==> config.mk <==
export PLATFORM = sky130hd
export DESIGN_NAME = cascade_controller_flat
export DESIGN_NICKNAME = d
export VERILOG_FILES = /design/src/rtl/cascade_controller_pkg.sv /design/src/rtl/cascade_controller_if.sv /design/src/rtl/cascade_controller_popcount.sv /design/src/rtl/cascade_controller.sv /design/src/flat_wrapper.sv
export SDC_FILE = /design/constraint.sdc
export NUM_CORES = 1
export LEC_CHECK = 0
export ABC_CLOCK_PERIOD_IN_PS = 7060
export CAP_MARGIN = 40
export CORE_MARGIN = 2
export CORE_UTILIZATION = 53
export CTS_BUF_LIST = sky130_fd_sc_hd__clkbuf_8
export DETAILED_ROUTE_END_ITERATION = 12
export PLACE_DENSITY_LB_ADDON = 0.3
export SYNTH_ARGS = -nofsm -noshare
export SYNTH_HDL_FRONTEND = slang
export SYNTH_SLANG_ARGS = --single-unit
==> constraint.sdc <==
create_clock -name clk -period 7.06 [get_ports clk]
set_input_delay 0.706 -clock clk [delete_from_list [all_inputs] [get_ports clk]]
set_output_delay 0.706 -clock clk [all_outputs]
set_load 0.02 [all_outputs]
==> src/rtl/cascade_controller_pkg.sv <==
// Shared types and constants for the Haar cascade controller.
// Stage indices below NUM_FIRST_STAGES come from embedded memory.
package cascade_pkg;

    localparam int NUM_STAGES       = 25;
    localparam int NUM_FIRST_STAGES = 3;
    localparam int CNT_W            = 12;
    localparam int PASSED_W         = 5;

    localparam logic [NUM_STAGES-1:0] TRACK_MASK =
        NUM_STAGES'(((1 << NUM_STAGES) - 1) &
                    ~((1 << NUM_FIRST_STAGES) - 1));

    typedef enum logic [2:0] {
        ST_INIT,
        ST_IDLE,
        ST_FIRST,
        ST_LATER,
        ST_RESULT,
        ST_FLUSH
    } state_t;

endpackage

==> src/rtl/cascade_controller_if.sv <==
// Bus between the cascade controller and scanner / database / evaluators.
// master is the controller side, slave the surrounding blocks.
interface cascade_controller_if;
    import cascade_pkg::*;

    logic                  i_load_done;
    logic                  i_window_valid;
    logic                  o_window_ready;
    logic                  i_first_stage_done;
    logic                  i_first_stage_pass;
    logic [NUM_STAGES-1:0] i_end_database;
    logic [NUM_STAGES-1:0] i_stage_fail;
    logic                  o_enable;
    logic                  o_pass_first_stage;
    logic                  o_reset_database;
    logic                  o_result_valid;
    logic                  o_is_face;
    logic                  o_timeout;
    logic [PASSED_W-1:0]   o_stages_passed;
    logic                  o_busy;

    modport master (
        input  i_load_done,
        input  i_window_valid,
        output o_window_ready,
        input  i_first_stage_done,
        input  i_first_stage_pass,
        input  i_end_database,
        input  i_stage_fail,
        output o_enable,
        output o_pass_first_stage,
        output o_reset_database,
        output o_result_valid,
        output o_is_face,
        output o_timeout,
        output o_stages_passed,
        output o_busy
    );

    modport slave (
        output i_load_done,
        output i_window_valid,
        input  o_window_ready,
        output i_first_stage_done,
        output i_first_stage_pass,
        output i_end_database,
        output i_stage_fail,
        input  o_enable,
        input  o_pass_first_stage,
        input  o_reset_database,
        input  o_result_valid,
        input  o_is_face,
        input  o_timeout,
        input  o_stages_passed,
        input  o_busy
    );

endinterface

==> src/rtl/cascade_controller_popcount.sv <==
// Combinational population count of a W-bit vector.
module popcount #(
    parameter int W = 8,
    localparam int CW = $clog2(W + 1)
) (
    input  logic [W-1:0]  bits,
    output logic [CW-1:0] count
);

    always_comb begin
        count = '0;
        for (int i = 0; i < W; i++) begin
            count = count + CW'(bits[i]);
        end
    end

endmodule

==> src/rtl/cascade_controller.sv <==
// Sequences one window through the cascade: first stage, later stages,
// verdict, then a database flush before the next window.
module cascade_controller
    import cascade_pkg::*;
#(
    parameter int TIMEOUT_CYCLES = 4095,
    parameter int FLUSH_CYCLES   = 2
) (
    input logic         clk,
    input logic         reset,
    cascade_controller_if.master bus
);

    localparam int FW = (FLUSH_CYCLES > 1) ? $clog2(FLUSH_CYCLES) : 1;
    localparam int PW = $clog2(NUM_STAGES + 1);

    state_t                state;
    state_t                state_n;
    logic [NUM_STAGES-1:0] done_mask;
    logic [NUM_STAGES-1:0] fail_mask;
    logic [NUM_STAGES-1:0] done_n;
    logic [NUM_STAGES-1:0] fail_n;
    logic [NUM_STAGES-1:0] live_mask;
    logic [CNT_W-1:0]      cnt;
    logic [FW-1:0]         flush_cnt;
    logic [PW-1:0]         pc;
    logic [PASSED_W-1:0]   passed_now;
    logic                  pass_q;
    logic                  is_face_q;
    logic                  timeout_q;
    logic [PASSED_W-1:0]   passed_q;
    logic                  accept;
    logic                  first_pass;
    logic                  first_fail;
    logic                  fail_now;
    logic                  all_done;
    logic                  timeout_hit;
    logic                  flush_last;

    assign accept     = (state == ST_IDLE) && bus.i_window_valid;
    assign first_pass = (state == ST_FIRST) && bus.i_first_stage_done
                        && bus.i_first_stage_pass;
    assign first_fail = (state == ST_FIRST) && bus.i_first_stage_done
                        && !bus.i_first_stage_pass;

    // Masks including this cycle's strobes, so verdicts need no extra cycle
    always_comb begin
        done_n = done_mask | (bus.i_end_database & TRACK_MASK);
        fail_n = fail_mask
               | (bus.i_end_database & bus.i_stage_fail & TRACK_MASK);
    end

    assign live_mask   = done_n & ~fail_n;
    assign fail_now    = |fail_n;
    assign all_done    = (done_n & TRACK_MASK) == TRACK_MASK;
    assign timeout_hit = cnt == CNT_W'(TIMEOUT_CYCLES - 1);
    assign flush_last  = flush_cnt == FW'(FLUSH_CYCLES - 1);

    popcount #(
        .W(NUM_STAGES)
    ) u_popcount (
        .bits  (live_mask),
        .count (pc)
    );

    assign passed_now = PASSED_W'(NUM_FIRST_STAGES) + PASSED_W'(pc);

    always_ff @(posedge clk) begin
        if (reset) begin
            state <= ST_INIT;
        end else begin
            state <= state_n;
        end
    end

    always_comb begin
        state_n = state;
        unique case (state)
            ST_INIT: begin
                if (bus.i_load_done) state_n = ST_IDLE;
            end
            ST_IDLE: begin
                if (accept) state_n = ST_FIRST;
            end
            ST_FIRST: begin
                if (first_pass) state_n = ST_LATER;
                else if (first_fail) state_n = ST_RESULT;
            end
            ST_LATER: begin
                if (fail_now || all_done || timeout_hit)
                    state_n = ST_RESULT;
            end
            ST_RESULT: begin
                state_n = ST_FLUSH;
            end
            ST_FLUSH: begin
                if (flush_last) state_n = ST_IDLE;
            end
            default: begin
                state_n = ST_INIT;
            end
        endcase
    end

    always_comb begin
        bus.o_window_ready   = 1'b0;
        bus.o_enable         = 1'b0;
        bus.o_reset_database = 1'b0;
        bus.o_result_valid   = 1'b0;
        bus.o_busy           = 1'b1;
        unique case (state)
            ST_IDLE: begin
                bus.o_window_ready = 1'b1;
                bus.o_busy         = 1'b0;
            end
            ST_LATER:  bus.o_enable         = 1'b1;
            ST_RESULT: bus.o_result_valid   = 1'b1;
            ST_FLUSH:  bus.o_reset_database = 1'b1;
            default: begin
                bus.o_busy = 1'b1;
            end
        endcase
    end

    always_ff @(posedge clk) begin
        if (reset) begin
            done_mask <= '0;
            fail_mask <= '0;
            cnt       <= '0;
            flush_cnt <= '0;
            pass_q    <= 1'b0;
            is_face_q <= 1'b0;
            timeout_q <= 1'b0;
            passed_q  <= '0;
        end else begin
            pass_q <= first_pass;
            if (accept) begin
                done_mask <= '0;
                fail_mask <= '0;
                cnt       <= '0;
            end
            if (state == ST_LATER) begin
                done_mask <= done_n;
                fail_mask <= fail_n;
                cnt       <= cnt + 1'b1;
            end
            if (state == ST_RESULT) flush_cnt <= '0;
            if (state == ST_FLUSH)  flush_cnt <= flush_cnt + 1'b1;
            if (first_fail) begin
                is_face_q <= 1'b0;
                timeout_q <= 1'b0;
                passed_q  <= '0;
            end
            // Fail beats completion, completion beats timeout
            if ((state == ST_LATER) && (state_n == ST_RESULT)) begin
                is_face_q <= !fail_now && all_done;
                timeout_q <= !fail_now && !all_done;
                passed_q  <= passed_now;
            end
        end
    end

    assign bus.o_pass_first_stage = pass_q;
    assign bus.o_is_face          = is_face_q;
    assign bus.o_timeout          = timeout_q;
    assign bus.o_stages_passed    = passed_q;

endmodule

==> src/flat_wrapper.sv <==
// flat-port wrapper written by rule: the top's interface ports become plain ports
module cascade_controller_flat import cascade_pkg::*;
#(
    parameter int TIMEOUT_CYCLES = 4095,
    parameter int FLUSH_CYCLES   = 2
)
  (clk, reset, bus_i_load_done, bus_i_window_valid, bus_o_window_ready, bus_i_first_stage_done, bus_i_first_stage_pass, bus_i_end_database, bus_i_stage_fail, bus_o_enable, bus_o_pass_first_stage, bus_o_reset_database, bus_o_result_valid, bus_o_is_face, bus_o_timeout, bus_o_stages_passed, bus_o_busy);
  cascade_controller_if bus_i ();
  input logic clk;
  input logic reset;
  input wire logic [$bits(bus_i.i_load_done)-1:0] bus_i_load_done;
  input wire logic [$bits(bus_i.i_window_valid)-1:0] bus_i_window_valid;
  output wire logic [$bits(bus_i.o_window_ready)-1:0] bus_o_window_ready;
  input wire logic [$bits(bus_i.i_first_stage_done)-1:0] bus_i_first_stage_done;
  input wire logic [$bits(bus_i.i_first_stage_pass)-1:0] bus_i_first_stage_pass;
  input wire logic [$bits(bus_i.i_end_database)-1:0] bus_i_end_database;
  input wire logic [$bits(bus_i.i_stage_fail)-1:0] bus_i_stage_fail;
  output wire logic [$bits(bus_i.o_enable)-1:0] bus_o_enable;
  output wire logic [$bits(bus_i.o_pass_first_stage)-1:0] bus_o_pass_first_stage;
  output wire logic [$bits(bus_i.o_reset_database)-1:0] bus_o_reset_database;
  output wire logic [$bits(bus_i.o_result_valid)-1:0] bus_o_result_valid;
  output wire logic [$bits(bus_i.o_is_face)-1:0] bus_o_is_face;
  output wire logic [$bits(bus_i.o_timeout)-1:0] bus_o_timeout;
  output wire logic [$bits(bus_i.o_stages_passed)-1:0] bus_o_stages_passed;
  output wire logic [$bits(bus_i.o_busy)-1:0] bus_o_busy;
  assign bus_i.i_load_done = bus_i_load_done;
  assign bus_i.i_window_valid = bus_i_window_valid;
  assign bus_o_window_ready = bus_i.o_window_ready;
  assign bus_i.i_first_stage_done = bus_i_first_stage_done;
  assign bus_i.i_first_stage_pass = bus_i_first_stage_pass;
  assign bus_i.i_end_database = bus_i_end_database;
  assign bus_i.i_stage_fail = bus_i_stage_fail;
  assign bus_o_enable = bus_i.o_enable;
  assign bus_o_pass_first_stage = bus_i.o_pass_first_stage;
  assign bus_o_reset_database = bus_i.o_reset_database;
  assign bus_o_result_valid = bus_i.o_result_valid;
  assign bus_o_is_face = bus_i.o_is_face;
  assign bus_o_timeout = bus_i.o_timeout;
  assign bus_o_stages_passed = bus_i.o_stages_passed;
  assign bus_o_busy = bus_i.o_busy;
  cascade_controller #(.TIMEOUT_CYCLES(TIMEOUT_CYCLES), .FLUSH_CYCLES(FLUSH_CYCLES)) u_core (.clk(clk), .reset(reset), .bus(bus_i));
endmodule
==> flow_metrics.py, run 1 <==
metrics = {
    "timing": {
        "final_min_period_over_clock_period_pct": 73.41,
        "setup_violations": 0,
        "worst-slew-pin-transition_ns": 0.5890,
        "fin_setup_tns_ns": 0,
        "slew-limit-headroom_pct": 60.73,
        "timing_max_transition_violations_final": 0,
        "timing.fmax_mhz": 192.9,
        "grt_setup_unrepaired": "no",
        "worst_clock_skew_ns": 0.01198,
        "fin_crit_ns": 5.183,
        "finalHoldViolCount": 0,
    },
    "power": {
        "power_density_nw_per_um2": 256.9,
        "clkPwrFrac_pct": 28.9,
        "seq_power_share_pct": 35.2,
        "p_int_uw": 749.5,
        "combPwrFrac_pct": 35.9,
        "p_switching_uw": 378.5,
        "power_switching_share_pct": 33.55,
        "vdd_drop_max_uv": 166.5,
        "power.static_leakage_uw": 0.001659,
    },
    "global_route": {
        "maximum_number_of_pins_on_one_net_before_global_route_repair": 55,
        "aggregate_global_route_resource_usage_pct": 23.80,
        "number_of_global_route_vias_before_repair": 2967,
        "grt_pass1_wl_um": 13810,
        "initial_antenna_violation_count": 0,
        "grt.overflow.total": 0,
    },
    "floorplan": {
        "chipWidth_um": 85.51,
        "floorplan.die_area_um2": 7311,
        "chipHeight_um": 85.51,
        "i_o_pin_cnt": 69,
        "floorplan.initialDensity_pct": 55.13,
        "floorplan.rows": 29,
        "coreArea_um2": 6386,
    },
    "drt": {
        "wire_per_inst_um": 15.58,
        "drt_pre_antenna_iters": 5,
        "route.detailed.drc": 0,
        "detail_route.wirelength_um": 8446,
        "via_density_per_instance": 6.035,
        "num_vias": 3271,
        "drt-initial-drc-count": 242,
        "antenna_violating_nets_post_route": 0,
    },
    "synth": {
        "ys_seq_area_share_pct": 38.66,
        "most_frequently_used_cell_type_in_the_post_synthesis_netlist": "nor2_1",
        "yosys-top-cells-count": "nor2_1 (73), dfxtp_1 (68), a21oi_1 (33), o21ai_0 (26), inv_1 (24)",
        "yosys.area.top_type": "dfxtp_1",
        "synth-async-reset-ratio_pct": 0,
        "yosysWarnings": 0,
        "synth_cell_type_count": 49,
        "postSynth.topFlopCell": "dfxtp_1",
        "synth_top_cells_by_area": "dfxtp_1 (39%), fa_1 (8.5%), nor2_1 (7.8%)",
        "synth-edff-count": 0,
        "postSynthAreaPerCell_um2": 8.715,
        "ys_ff_latch": 68,
        "synth.top_cell.area_share_pct": 38.66,
        "synth.net_count": 487,
        "syn_area_um2": 3521,
        "post_synth_inst_count": 404,
    },
    "placement": {
        "place.detailed.instances": 526,
        "numPortBuffers": 62,
        "globalplace.congestion": 0.8878,
        "detailed_place_hpwl_um": 6050,
    },
    "clocking": {
        "quantity_of_hold_fixing_buffers_added_after_cts": 0,
        "cts_tree": "built",
        "post_cts_resized": 0,
        "cts_post_setup_buffers_inserted": 0,
        "clk_transition_reported_paths_ns": 0.07,
        "cts_buffers": 9,
        "clock_latency_of_the_later_clocked_register_in_the_worst_skew_pair_ns": 0.35,
        "cts.sink_count": 68,
        "clock_tree_root_driver_cell": "clkbuf_8",
        "htree_levels": 3,
        "clk_path_buf_depth": 2,
    },
    "layout": {
        "instances_no_fill": 542,
        "num_antenna_cells": 0,
        "post_route_cells_drive_above_1_share_pct": 6.237,
        "num-nets-final": 543,
        "syn_to_final_growth_pct": 24.70,
    },
    "status": {
        "run_status": "completed",
    },
    "critical_path": {
        "critPathMaxFanout": 5,
        "worst-endpoint-required_ns": 7.28,
        "timing.critical_path.arrival_ns": 5.40,
        "timing.critical_path.to_type": "flip-flop",
        "worst_setup_path_start_kind": "input pin",
        "path_class": "in2reg",
        "reg2reg_slack_ns": 2.47,
    },
    "flow_run": {
        "drv_cap": 0,
    },
    "hold_path": {
        "hold_class": "reg2reg",
    },
}
[kinds of logic (layout without fill, tap and decap cells)]
family	Yosys count	after routing	synth area share, %
AOI/OAI and AO/OA	138	138	26.58
xor gates and xnor gates	2	2	0.4976
adders and majority gates	27	27	12.79
buffers and inverters	45	106	4.904
DFF	68	68	38.66
muxes	1	1	0.2843
and+or+nand+nor	123	123	16.28
[sequential cells by signal (all words and copies together) (netlist names)]
name                           cells
u_core.cnt                        12
u_core.done_mask                  22
u_core.fail_mask                  22
u_core.bus.o_stages_passed         5
u_core.bus.o_timeout               1
u_core.bus.o_is_face               1
u_core.bus.o_pass_first_stage      1
u_core.state                       3
u_core.flush_cnt                   1
[cell usage in the layout, fill, tap and decap left out, types with 2 or more instances in the layout]
cell type        count
nor2_1              73
dfxtp_1             68
clkdlybuf4s50_1     61
a21oi_1             33
o21ai_0             26
inv_1               24
a22oi_1             22
a32oi_1             22
fa_1                15
ha_1                12
nand2_1             11
clkbuf_8            10
nand4_1              8
o22ai_1              8
o2bb2ai_1            6
nand3_1              5
nor3_1               5
and4_1               4
nand2b_1             3
nor2b_1              3
a21oi_2              3
a311oi_1             3
a21o_1               3
and2_1               2
a31oi_1              2
clkinvlp_4           2
clkinv_2             2
buf_4                2
[stage by stage]
step / hold slack (ns) / utilization (%) / worst slack, ns / power [µW] / area, µm²
finish: 0.4599 / 68.75 / 1.877 / 1128 / 4390
global route: 0.4860 / 68.75 / 1.621 / 1213 / 4390
CTS: 0.4640 / 68.75 / 1.883 / 1137 / 4390
detailed placement: 0.4474 / 65.60 / 1.519 / 812.2 / 4189
global placement: 0.4418 / 65.28 / 1.565 / 793.9 / 4169
floorplan: 0.4408 / - / 2.310 / 689.6 / 3521
[layout make-up]
type                       instances  area (µm²)
clock buffer                      10       137.6
multi-input combinational        291        1987
inverter                          25       93.84
sequential                        68        1361
timing repair buffer              65       650.6
fill                             523        1996
tap                               77       96.34
clock inverter                     6       63.81
[path summary, 6_finish.rpt]
path	start	to	cells past startpoint
max reg2reg	u_core.fail_mask[12]$_SDFFE_PP0P_	u_core.bus.o_stages_passed[2]$_SDFFE_PP0P_	13
max	bus_i_end_database[12]	u_core.bus.o_stages_passed[2]$_SDFFE_PP0P_	14
min reg2reg	u_core.bus.o_timeout$_SDFFE_PP0P_	u_core.bus.o_timeout$_SDFFE_PP0P_	1
min	u_core.bus.o_timeout$_SDFFE_PP0P_	u_core.bus.o_timeout$_SDFFE_PP0P_	1
[power by group through the flow]
stage,Combinational (µW),Sequential [µW],Clock (µW)
after floorplan,283,406,0
after global placement,388,406,0
after detailed placement,407,406,0
after CTS,411,397,329
after global routing,471,398,344
final,405,397,326
[critical path: stages]
cell and delay (ns):
clkdlybuf4s50_1 0.48, a21oi_1 0.31, o21ai_0 0.18, fa_1 0.51, fa_1 0.55, fa_1 0.44, fa_1 0.52, fa_1 0.51
fa_1 0.42, inv_1 0.06, ha_1 0.17, fa_1 0.42, inv_1 0.07, o2bb2ai_1 0.05
[metal layers]
metal | global-route usage (%) | routed length, µm
met1 | 31.86 | 3830
met2 | 37.50 | 3967
met3 | 5.871 | 503
met4 | 8.802 | 145
met5 | 0 | 0
(Power assumes the default switching activity.)
==> inputs of run 2 (changes only) <==
- ABC_CLOCK_PERIOD_IN_PS: 7060 -> 4370
- CORE_UTILIZATION: 53 -> 48
- clock period: 7.06 -> 4.37 ns (I/O delays scaled with it)
==> run 2 against run 1 <==
Count of clock-buffer cells in the layout shrank 1. First-iteration DRC count shrank 17%. Combinational power grew 120%. Critical endpoint is now u_core.bus.o_stages_passed[3]$_SDFFE_PP0P_. Highest routed layer unchanged. Critical path type unchanged. Routed wire length grew 11%. Core utilization shrank 1.9 points. Non-clock buffer count grew 37. Hold slack lost 0.0085 ns. Die area grew 9.9%.
==> flow_metrics.py, run 2 (synthesis gave the netlist of run 1 again) <==
metrics = {
    "global_route": {
        "maximum_number_of_pins_on_one_net_before_global_route_repair": 64,
        "grt_pass1_wl_um": 14510,
        "initial_antenna_violation_count": 0,
        "number_of_global_route_vias_before_repair": 3217,
        "grt.overflow.total": 0,
        "aggregate_global_route_resource_usage_pct": 23.91,
    },
    "floorplan": {
        "chipHeight_um": 89.65,
        "floorplan.initialDensity_pct": 49.07,
        "floorplan.die_area_um2": 8036,
        "coreArea_um2": 7176,
        "chipWidth_um": 89.65,
        "i_o_pin_cnt": 69,
        "floorplan.rows": 31,
    },
    "drt": {
        "num_vias": 3409,
        "drt-initial-drc-count": 200,
        "antenna_violating_nets_post_route": 0,
        "wire_per_inst_um": 15.54,
        "via_density_per_instance": 5.672,
        "drt_pre_antenna_iters": 5,
        "detail_route.wirelength_um": 9338,
        "route.detailed.drc": 0,
    },
    "critical_path": {
        "worst-endpoint-required_ns": 4.61,
        "path_class": "in2reg",
        "reg2reg_slack_ns": 0.13,
        "timing.critical_path.arrival_ns": 4.54,
        "timing.critical_path.to_type": "flip-flop",
        "critPathMaxFanout": 2,
        "worst_setup_path_start_kind": "input pin",
    },
    "layout": {
        "layout_commonest_cell": "nor2_1",
        "syn_to_final_growth_pct": 36.32,
        "mostFrequentLayoutCells": "nor2_1 (72), dfxtp_1 (67), clkdlybuf4s50_1 (44)",
        "post_route_cells_drive_above_1_share_pct": 17.93,
        "num_antenna_cells": 0,
        "utilization_pct": 66.89,
        "reg.largest.list": "u_core.done_mask: 22 flops, u_core.fail_mask: 22 flops, u_core.cnt: 12 flops",
        "num-nets-final": 580,
    },
    "flow_run": {
        "drv_cap": 0,
    },
    "power": {
        "vdd_drop_max_uv": 335.6,
        "power_density_nw_per_um2": 433.0,
        "power.static_leakage_uw": 0.001887,
        "total_power_uw": 2078,
    },
    "hold_path": {
        "hold_class": "reg2reg",
    },
    "timing": {
        "timing.fmax_mhz": 232.5,
        "worst-slew-pin-transition_ns": 0.6587,
        "final_min_period_over_clock_period_pct": 98.40,
        "fin_setup_tns_ns": 0,
        "worst_clock_skew_ns": 0.01008,
        "final.hold.worst_slack_ns": 0.4514,
        "slew-limit-headroom_pct": 56.09,
        "fin_crit_ns": 4.300,
        "setup_violations": 0,
        "finalHoldViolCount": 0,
        "timing_max_transition_violations_final": 0,
    },
    "clocking": {
        "quantity_of_hold_fixing_buffers_added_after_cts": 0,
        "clk_transition_reported_paths_ns": 0.07,
        "htree_levels": 3,
        "clock_tree_root_driver_cell": "clkbuf_8",
        "clk_path_buf_depth": 2,
        "cts_buffers": 9,
        "clock_latency_of_the_later_clocked_register_in_the_worst_skew_pair_ns": 0.35,
        "cts.sink_count": 68,
        "cts_tree": "built",
    },
    "status": {
        "run_status": "completed",
    },
    "placement": {
        "numPortBuffers": 62,
        "globalplace.congestion": 0.8670,
        "detailed_place_hpwl_um": 6558,
    },
}
==> run 2: cell types whose count changed in the layout (fill, tap and decap cells not counted), sizes merged <==
cell / previous run / this run
dlygate4sd2: 0 / 11
buf: 4 / 41
clkinvlp: 2 / 0
clkdlybuf4s50: 61 / 44
bufinv: 1 / 2
clkdlybuf4s15: 0 / 4
clkinv: 3 / 2
clkbuf: 10 / 11
inv: 25 / 28
==> run 2: worst paths after layout <==
| check | from | to | cells past startpoint |
|---|---|---|---|
| worst min-delay path | u_core.bus.o_timeout$_SDFFE_PP0P_ | u_core.bus.o_timeout$_SDFFE_PP0P_ | 1 |
| worst min register to register | u_core.bus.o_timeout$_SDFFE_PP0P_ | u_core.bus.o_timeout$_SDFFE_PP0P_ | 1 |
| worst max register to register | u_core.fail_mask[10]$_SDFFE_PP0P_ | u_core.bus.o_stages_passed[3]$_SDFFE_PP0P_ | 13 |
| worst max-delay path | bus_i_stage_fail[10] | u_core.bus.o_stages_passed[3]$_SDFFE_PP0P_ | 14 |
==> run 2: stage by stage <==
step / cells / setup slack [ns] / area (µm²)
after floorplan: 404 / 0.02178 / 3523
after global placement: 578 / -0.5342 / 4437
final: 601 / 0.06973 / 4800
after detailed placement: 578 / -0.6478 / 4437
after global routing: 601 / -0.005036 / 4800
after CTS: 598 / -0.01228 / 4738
==> run 2: report_power, final <==
part | switching (µW) | internal, µW
Clock | 243 | 315
Combinational | 421 | 457
Sequential | 10.9 | 631
Total | 675 | 1400
==> run 2: routing by layer <==
| layer | global-route usage, % | part of all wire [%] | wire length (µm) |
|---|---|---|---|
| met5 | 0 | 0 | 0 |
| met4 | 10.58 | 2.2 | 205 |
| met2 | 41.04 | 49 | 4614 |
| met1 | 29.46 | 43 | 3985 |
| met3 | 4.022 | 5.7 | 532 |
==> run 2: critical path, cell delays in order <==
cell and delay [ns]:
dlygate4sd2_1 0.26, a21oi_2 0.20, o21ai_2 0.09, fa_1 0.57
fa_1 0.45, fa_1 0.51, fa_1 0.43, fa_1 0.53
fa_2 0.20, inv_2 0.05, ha_4 0.16, fa_1 0.41
xnor2_1 0.16, o2bb2ai_1 0.08
==> run 2: repair_timing <==
item | 4_1_cts | 5_1_grt
pin swaps | 16 | 15
resized for setup | 43 | 11
hold endpoints to repair | 0 | 0
setup buffers | 4 | 3
endpoints found under the setup margin | 3 | 3
==> run 2: final cells by class <==
type | count | area [µm²]
Timing Repair Buffer | 102 | 899.6
Multi-Input combinational cell | 291 | 2111
Tap cell | 99 | 123.9
Sequential cell | 68 | 1363
Clock inverter | 7 | 85.08
Inverter | 25 | 93.84
Fill cell | 596 | 2376
Clock buffer | 9 | 123.9
